===== src/rtl/fetch_queue_stage.sv =====
// Instruction fetch stage: sequential PC generation, credit-limited
// memory requests, in-order prefetch FIFO presented to decode.
module fetch_queue_stage #(
  parameter int XLEN = 32,
  parameter int ILEN = 32,
  parameter int DEPTH = 4,
  parameter int MAX_OUTSTANDING = 2,
  parameter logic [XLEN-1:0] RESET_PC = '0,
  parameter logic [ILEN-1:0] NOP_INSTR = 32'h00000013
) (
  input  logic            clk,
  input  logic            reset,
  input  logic            stall,
  input  logic            jump_enable,
  input  logic [XLEN-1:0] jump_address,
  output logic            imem_req_valid,
  input  logic            imem_req_ready,
  output logic [XLEN-1:0] imem_req_addr,
  input  logic            imem_rsp_valid,
  input  logic [ILEN-1:0] imem_rsp_data,
  output logic            valid_out,
  output logic [ILEN-1:0] instruction_out,
  output logic [XLEN-1:0] pc_out
);

  localparam int PW = $clog2(DEPTH);
  localparam int CW = $clog2(DEPTH + 1);
  localparam int OW = $clog2(MAX_OUTSTANDING + 1);
  localparam int SW = (MAX_OUTSTANDING > 1) ?
                      $clog2(MAX_OUTSTANDING) : 1;

  logic [XLEN-1:0] r_fetch_pc;
  logic [XLEN-1:0] r_fifo_pc [DEPTH];
  logic [ILEN-1:0] r_fifo_data [DEPTH];
  logic [PW-1:0]   r_rd;
  logic [PW-1:0]   r_wr;
  logic [CW-1:0]   r_count;
  logic [OW-1:0]   r_out;
  logic [OW-1:0]   r_stale;
  logic [XLEN-1:0] r_sh_pc [MAX_OUTSTANDING];
  logic [SW-1:0]   r_sh_rd;
  logic [SW-1:0]   r_sh_wr;

  logic [31:0] w_used;
  logic        w_issue;
  logic        w_push;
  logic        w_pop;
  logic [OW-1:0] w_rsp_dec;

  function automatic logic [SW-1:0] sh_inc(input logic [SW-1:0] p);
    return (p == SW'(MAX_OUTSTANDING - 1)) ? '0 : p + SW'(1);
  endfunction

  // Credits cover queued entries plus live (non-stale) requests in flight
  assign w_used = 32'(r_count) + 32'(r_out) - 32'(r_stale);

  assign imem_req_valid = !reset && !jump_enable &&
                          (r_out < OW'(MAX_OUTSTANDING)) &&
                          (w_used < 32'(DEPTH));
  assign imem_req_addr  = r_fetch_pc;

  assign w_issue   = imem_req_valid && imem_req_ready;
  assign w_push    = imem_rsp_valid && (r_stale == '0) && !jump_enable;
  assign w_pop     = valid_out && !stall && !jump_enable;
  assign w_rsp_dec = OW'(imem_rsp_valid);

  assign valid_out       = (r_count != '0);
  assign instruction_out = valid_out ? r_fifo_data[r_rd] : NOP_INSTR;
  assign pc_out          = valid_out ? r_fifo_pc[r_rd] : '0;

  always_ff @(posedge clk or posedge reset) begin
    if (reset) begin
      r_fetch_pc <= RESET_PC;
      r_rd       <= '0;
      r_wr       <= '0;
      r_count    <= '0;
      r_out      <= '0;
      r_stale    <= '0;
      r_sh_rd    <= '0;
      r_sh_wr    <= '0;
    end else if (jump_enable) begin
      r_fetch_pc <= {jump_address[XLEN-1:2], 2'b00};
      r_rd       <= '0;
      r_wr       <= '0;
      r_count    <= '0;
      r_out      <= r_out - w_rsp_dec;
      r_stale    <= r_out - w_rsp_dec;
      r_sh_rd    <= '0;
      r_sh_wr    <= '0;
    end else begin
      if (w_issue) begin
        r_fetch_pc <= r_fetch_pc + XLEN'(4);
        r_sh_wr    <= sh_inc(r_sh_wr);
      end
      if (w_push) begin
        r_wr    <= r_wr + PW'(1);
        r_sh_rd <= sh_inc(r_sh_rd);
      end
      if (w_pop)
        r_rd <= r_rd + PW'(1);
      if (imem_rsp_valid && (r_stale != '0))
        r_stale <= r_stale - OW'(1);
      r_count <= r_count + CW'(w_push) - CW'(w_pop);
      r_out   <= r_out + OW'(w_issue) - w_rsp_dec;
    end
  end

  always_ff @(posedge clk) begin
    if (w_issue)
      r_sh_pc[r_sh_wr] <= r_fetch_pc;
    if (w_push) begin
      r_fifo_pc[r_wr]   <= r_sh_pc[r_sh_rd];
      r_fifo_data[r_wr] <= imem_rsp_data;
    end
  end

endmodule


===== config.mk =====
export PLATFORM = sky130hd
export DESIGN_NAME = fetch_queue_stage
export DESIGN_NICKNAME = d
export VERILOG_FILES = /design/src/rtl/fetch_queue_stage.sv
export SDC_FILE = /design/constraint.sdc
export NUM_CORES = 1
export LEC_CHECK = 0
export ABC_CLOCK_PERIOD_IN_PS = 6000
export BUFFER_PORTS_ARGS = -buffer_cell sky130_fd_sc_hd__buf_2
export CORE_ASPECT_RATIO = 1.5
export CORE_MARGIN = 2
export CORE_UTILIZATION = 45
export DETAILED_ROUTE_END_ITERATION = 16
export GPL_ROUTABILITY_DRIVEN = 0
export HOLD_SLACK_MARGIN = 0.12
export PLACE_DENSITY_LB_ADDON = 0.1
export RECOVER_POWER = 25
export SETUP_SLACK_MARGIN = 0.3
export SLEW_MARGIN = 20
export SYNTH_ARGS = -nofsm -noshare
export SYNTH_HDL_FRONTEND = slang
export SYNTH_SLANG_ARGS = --single-unit

===== constraint.sdc =====
create_clock -name clk -period 6 [get_ports clk]
set_input_delay 0.9 -clock clk [delete_from_list [all_inputs] [get_ports clk]]
set_output_delay 0.9 -clock clk [all_outputs]
set_load 0.03 [all_outputs]

### Word-level counts from Yosys, hierarchy flattened

Memories as Yosys holds them, arrays and structs flattened.
Cells that the tools add are included.

| word-level totals | value |
|---|---|
| memories kept | 3 |
| RAM bits | 320 |
| word-level logic and storage cells | 67 |
| input bits | 70 |
| bits in registers | 45 |
| output and inout bits | 98 |

| cells by class | value |
|---|---|
| order comparisons | 2 |
| add/subtract/negate cells | 13 |
| reduce and logical (&&, ||, !) cells | 19 |
| mux-type cells | 22 |

Memory list:

| name | depth | width | read ports | clocked after Yosys merged registers in | write ports | RTL line | text |
|---|---|---|---|---|---|---|---|
| r_fifo_data | 4 | 32 | 1 | 0 | 1 | 34 | `logic [ILEN-1:0] r_fifo_data [DEPTH];` |
| r_fifo_pc | 4 | 32 | 1 | 0 | 1 | 33 | `logic [XLEN-1:0] r_fifo_pc [DEPTH];` |
| r_sh_pc | 2 | 32 | 1 | 0 | 1 | 40 | `logic [XLEN-1:0] r_sh_pc [MAX_OUTSTANDING];` |

Operators with widths:

| kind | number |
|---|---|
| 32-bit 2-to-1 mux | 4 |
| 32-bit by 3-bit adder with 32-bit output, second input constant | 1 |
| 32-bit by 3-bit less-than comparator with 1-bit output, second input constant | 1 |
| 2-bit 2-to-1 mux | 7 |
| 1-bit 2-to-1 mux | 10 |
| 2-bit nonzero test | 5 |
| 1-bit logical AND | 9 |
| 4-bit by 2-bit subtractor with 5-bit output | 1 |
| 2-bit by 1-bit adder with 2-bit output, second input constant | 2 |
| 3-bit by 2-bit adder with 4-bit output | 1 |
| 2-bit by 1-bit subtractor with 2-bit output | 2 |
| 3-bit by 1-bit adder with 3-bit output | 1 |
| 1-bit zero test | 3 |
| 3-bit 2-to-1 mux | 1 |
| 3-bit nonzero test | 1 |
| 3-bit by 1-bit subtractor with 3-bit output | 1 |
| 1-bit adder, second input constant | 2 |
| 2-bit by 1-bit adder with 2-bit output | 1 |
| 2-bit zero test | 1 |
| 2-bit less-than comparator, second input constant | 1 |
| 2-bit by 1-bit subtractor with 2-bit output, second input constant | 1 |

### Longest topological paths before layout

| logic depth | value |
|---|---|
| depth in word-level cells | 8 |
| depth in mapped cells | 14 |

### Worst setup path after synthesis

Ideal clock, no wire load.

| path | value |
|---|---|
| path kind | reg2reg |
| start | register r_count[1] |
| end | memory r_sh_pc[0][10], enable pin |
| arrival time | 3.489 ns |
| path slack | 2.094 ns |
| clock period less this slack | 3.906 ns |
| required time | 5.583 ns |
| library setup time | 0.417 ns |
| cell stages (with the launch flop) | 10 |
| cells stage by stage | dfrtp_1 -> inv_1 -> fa_1 -> inv_1 -> ha_1 -> and3b_2 -> nor4b_1 -> o21ai_1 -> nand2b_1 -> nor2_1 |

| between the ends | value |
|---|---|
| longest elaborated chain between the ends | 7 |

RTL lines:

| item | RTL line | text |
|---|---|---|
| from (decl) | 37 | `logic [CW-1:0] r_count;` |
| from (signal assigned) | 103 | `r_count <= r_count + CW'(w_push) - CW'(w_pop);` |
| 3-bit by 2-bit adder with 4-bit output | 55 | `assign w_used = 32'(r_count) + 32'(r_out) - 32'(r_stale);` |
| 4-bit by 2-bit subtractor with 5-bit output | 55 |  |
| 32-bit by 3-bit less-than comparator with 1-bit output | 59 | `(w_used < 32'(DEPTH));` |
| 1-bit logical AND | 58 | `(r_out < OW'(MAX_OUTSTANDING)) &&` |
| 1-bit logical AND | 62 | `assign w_issue = imem_req_valid && imem_req_ready;` |
| 1-bit 2-to-1 mux | 109 | `if (w_issue)` |
| 1-bit 2-to-1 mux (not written as such) | 110 | `r_sh_pc[r_sh_wr] <= r_fetch_pc;` |
| to (decl) | 40 |  |

Every way passes these cells.

### Worst setup path in the final report

| path | value |
|---|---|
| start | register r_count[1] |
| end | output imem_req_valid |

| between the ends | value |
|---|---|
| longest elaborated chain between the ends | 4 |

RTL lines:

| item | RTL line | text |
|---|---|---|
| 3-bit by 2-bit adder with 4-bit output | 55 |  |
| 4-bit by 2-bit subtractor with 5-bit output | 55 |  |
| 32-bit by 3-bit less-than comparator with 1-bit output | 59 |  |
| 1-bit logical AND | 58 |  |
| to (decl) | 16 | `output logic imem_req_valid,` |

Every way passes these cells.

==> reports/results.txt <==
outcome -> finished clean
GRT met2 Usage -> 30.0%
Clock Skews -> 8.45 ps
Row Count -> 79
Root Buffer -> clkbuf_16
CP endpoint kind -> output pin
multi-input combinational cell area -> 3690 µm²
CTS tree -> done
Async S/R FF share, synth -> 12.3%
slack of the worst reg-to-reg path -> 2430 ps
CTS buffer count -> 31
xor/xnor cell area share of the yosys netlist -> 2.02%
Hold Crit Class -> input port to async pin
initial antenna violation count -> 0
total number of vias -> 7,482
GR peak layer -> met2
post-CTS sizing -> 0
largest family of logic cells by synthesized area -> multiplexers
FF+latch area -> 10,300 µm²
number of port buffers -> 161
post-synthesis compound-gate area fraction -> 3.14%
Max Slew Vio Count -> 0
largest net degree at the start of global routing -> 73
total detailed-routing wirelength -> 27,900 µm
Slew @ Worst Pin -> 1050 ps
mux cell area share after synthesis -> 12.3%
Yosys reg bits -> 351
cts hold-fix bufs -> 0
Layout Nets -> 1,056
vias in the first global route -> 7,664
Final period util -> 68.9%
count of final setup violators -> 0
CTS Buffer Depth -> 3
TritonRoute pass-1 iters -> 5
post-route ant nets -> 0
DR vias/cell -> 5.35
Sink Count -> 351
Initial Util -> 45.9%
met1 GRT Util -> 22.3%
CTS H-Tree Depth -> 1
Main synth FF type -> edfxtp_1
Fillers -> 2,592
die area -> 33,200 µm²
Die X-Extent -> 149 µm
Power Density -> 423 nW/µm²
met3 global-route usage -> 2.51%
critical path arrival -> 3240 ps
relative slew slack -> 30.0%
DP HPWL -> 16,400 µm
final core utilization -> 52.9%
worst-path maximum fanout -> 22
initial DRC count -> 364
Tot GR Track Use -> 17.1%
Post-CTS Setup Inserts -> 0
post-synthesis cell type count -> 44
antenna cells -> 0
Period minus WS final -> 4140 ps
cell count after synthesis -> 805
CP Data Required Time -> 5100 ps
residual DRC count -> 0
DR WL/cell -> 19.9 µm
final number of hold-violating endpoints -> 0
CORE AREA -> 31,100 µm²
max cap viols -> 0
Setup CP Type -> register to output pin
Mapped Avg Cell Area -> 17.7 µm²
cell area after synthesis -> 14,300 µm²
Syn-to-layout area delta -> 15.4%
first-pass GRT wire length -> 43,700 µm
setup repair after global routing missed its margin -> no
layout cells sized above 1 -> 29.7%
setup_tns -> 0 ps
Worst VDD drop -> 0.000238 V
Lkg Pwr -> 0.00561 µW
clock transition at the registers of the reported paths -> 60 ps
Die Ht -> 222 µm
Clock Latency Late Sink -> 560 ps
Max Freq -> 242 MHz
io pins -> 168
EDFF count, synth -> 308
adder-cell share of the synthesized area -> 1.59%
Seq/Total Area, Yosys -> 72.3%
simple-gate share of the synthesized area -> 6.48%
Synthesis Warnings -> 0
startpoint types -> register
grt ovf -> 0
==> worst max-delay path, cell delays in order (launching register included) <==
cell     delay [ps]
dfrtp_1         440
inv_1           130
fa_1            460
inv_1            80
ha_1            230
nor4_1          300
or4b_4          670
a21oi_1         170
buf_2           210
==> power by group <==
group	internal [µW]	total, µW	switching (µW)	leakage [µW]
Clock	1100	1950	849	0.000486
Combinational	749	2040	1290	0.00182
Sequential	2830	2980	144	0.00330
Total	4680	6970	2280	0.00561
==> registers in the layout (all words and copies together), names as in the netlist, 3 cells and up <==
| signal | count |
|---|---|
| r_fifo_data | 128 |
| r_fifo_pc | 120 |
| r_sh_pc | 60 |
| imem_req_addr | 30 |
| r_count | 3 |
==> cell usage in the layout, fill, tap and decap left out, drive strengths merged, types with 9 or more instances in the layout <==
| cell type | count |
|---|---|
| buf | 138 |
| nand3 | 13 |
| o21ai | 27 |
| clkbuf | 71 |
| ha | 15 |
| dfrtp | 43 |
| nand2 | 36 |
| nor2 | 19 |
| nand4 | 10 |
| edfxtp | 308 |
| mux2 | 31 |
| inv | 30 |
| a211oi | 9 |
| clkinv | 14 |
| nor2b | 61 |
| a2111oi | 11 |
| mux4 | 62 |
| xnor2 | 28 |
==> Yosys cell counts (all sizes together), types with 3 or more instances <==
cell type,count,area share (%)
a2111oi,11,0.67
a211o,4,0.25
a211oi,9,0.47
a21oi,5,0.18
a31oi,4,0.18
and2,4,0.18
buf,16,0.55
clkbuf,27,0.78
dfrtp,43,7.5
edfxtp,308,65
ha,15,1.3
inv,30,0.79
mux2,31,2.4
mux4,62,9.8
nand2,36,0.95
nand2b,3,0.13
nand3,13,0.46
nand4,10,0.44
nor2,19,0.50
nor2b,61,2.7
nor4b,3,0.18
o21ai,27,0.95
o31ai,4,0.21
or2,5,0.22
or4,5,0.27
xnor2,28,1.7
xor2,5,0.31
==> per-layer routing <==
metal	vias up	part of all wire, %	wire [µm]
met2	192	52	14400
met1	3827	42	11700
met4	0	2.0	555
met3	33	4.6	1290
li1	3430	-	-
met5	-	0	0
==> final timing paths <==
check,startpoint,depth (start not counted),to
setup / recovery,r_count[1]$_DFF_PP0_,8,imem_req_valid
hold / removal,reset,2,imem_req_addr[14]$_DFFE_PP0P_
setup reg to reg,r_count[1]$_DFF_PP0_,14,r_out[1]$_DFF_PP0_
hold reg to reg,imem_req_addr[9]$_DFFE_PP0P_,0,r_sh_pc[0][9]$_DFFE_PP_
max in group asynchronous,reset,3,r_rd[0]$_DFFE_PP0P_
min in group clk,jump_address[19],3,imem_req_addr[19]$_DFFE_PP0P_
==> final cells by class <==
class | count | area share [%]
repair buffers | 171 | 5.17
flip-flops and latches | 351 | 62.7
clock inverters | 19 | 1.04
clock buffers | 38 | 4.99
multi-input cells | 384 | 22.4
well taps | 405 | 3.07
inverters | 30 | 0.683
==> per-stage QoR <==
stage	std cells	setup WS, ps	hold WS [ps]	cell area [µm²]	power, µW
after floorplan	808	2090	543	14300	4490
after global placement	1341	2500	542	15500	5120
after detailed placement	1341	2500	536	15500	5120
after CTS	1398	1880	460	16500	7080
after global routing	1398	1720	527	16500	7320
final	1398	1860	474	16500	6970
==> cell families (layout without fill, tap and decap cells) <==
group                      after synthesis  count (layout)
adders and majority gates               17              17
and+or+nand+nor                        168             168
muxes                                   94              94
other                                    1               4
AOI/OAI and AO/OA                       68              68
DFF                                    351             351
xor gates and xnor gates                33              33
buffers and inverters                   73             258
No activity file was read; power rests on OpenSTA's default activity.
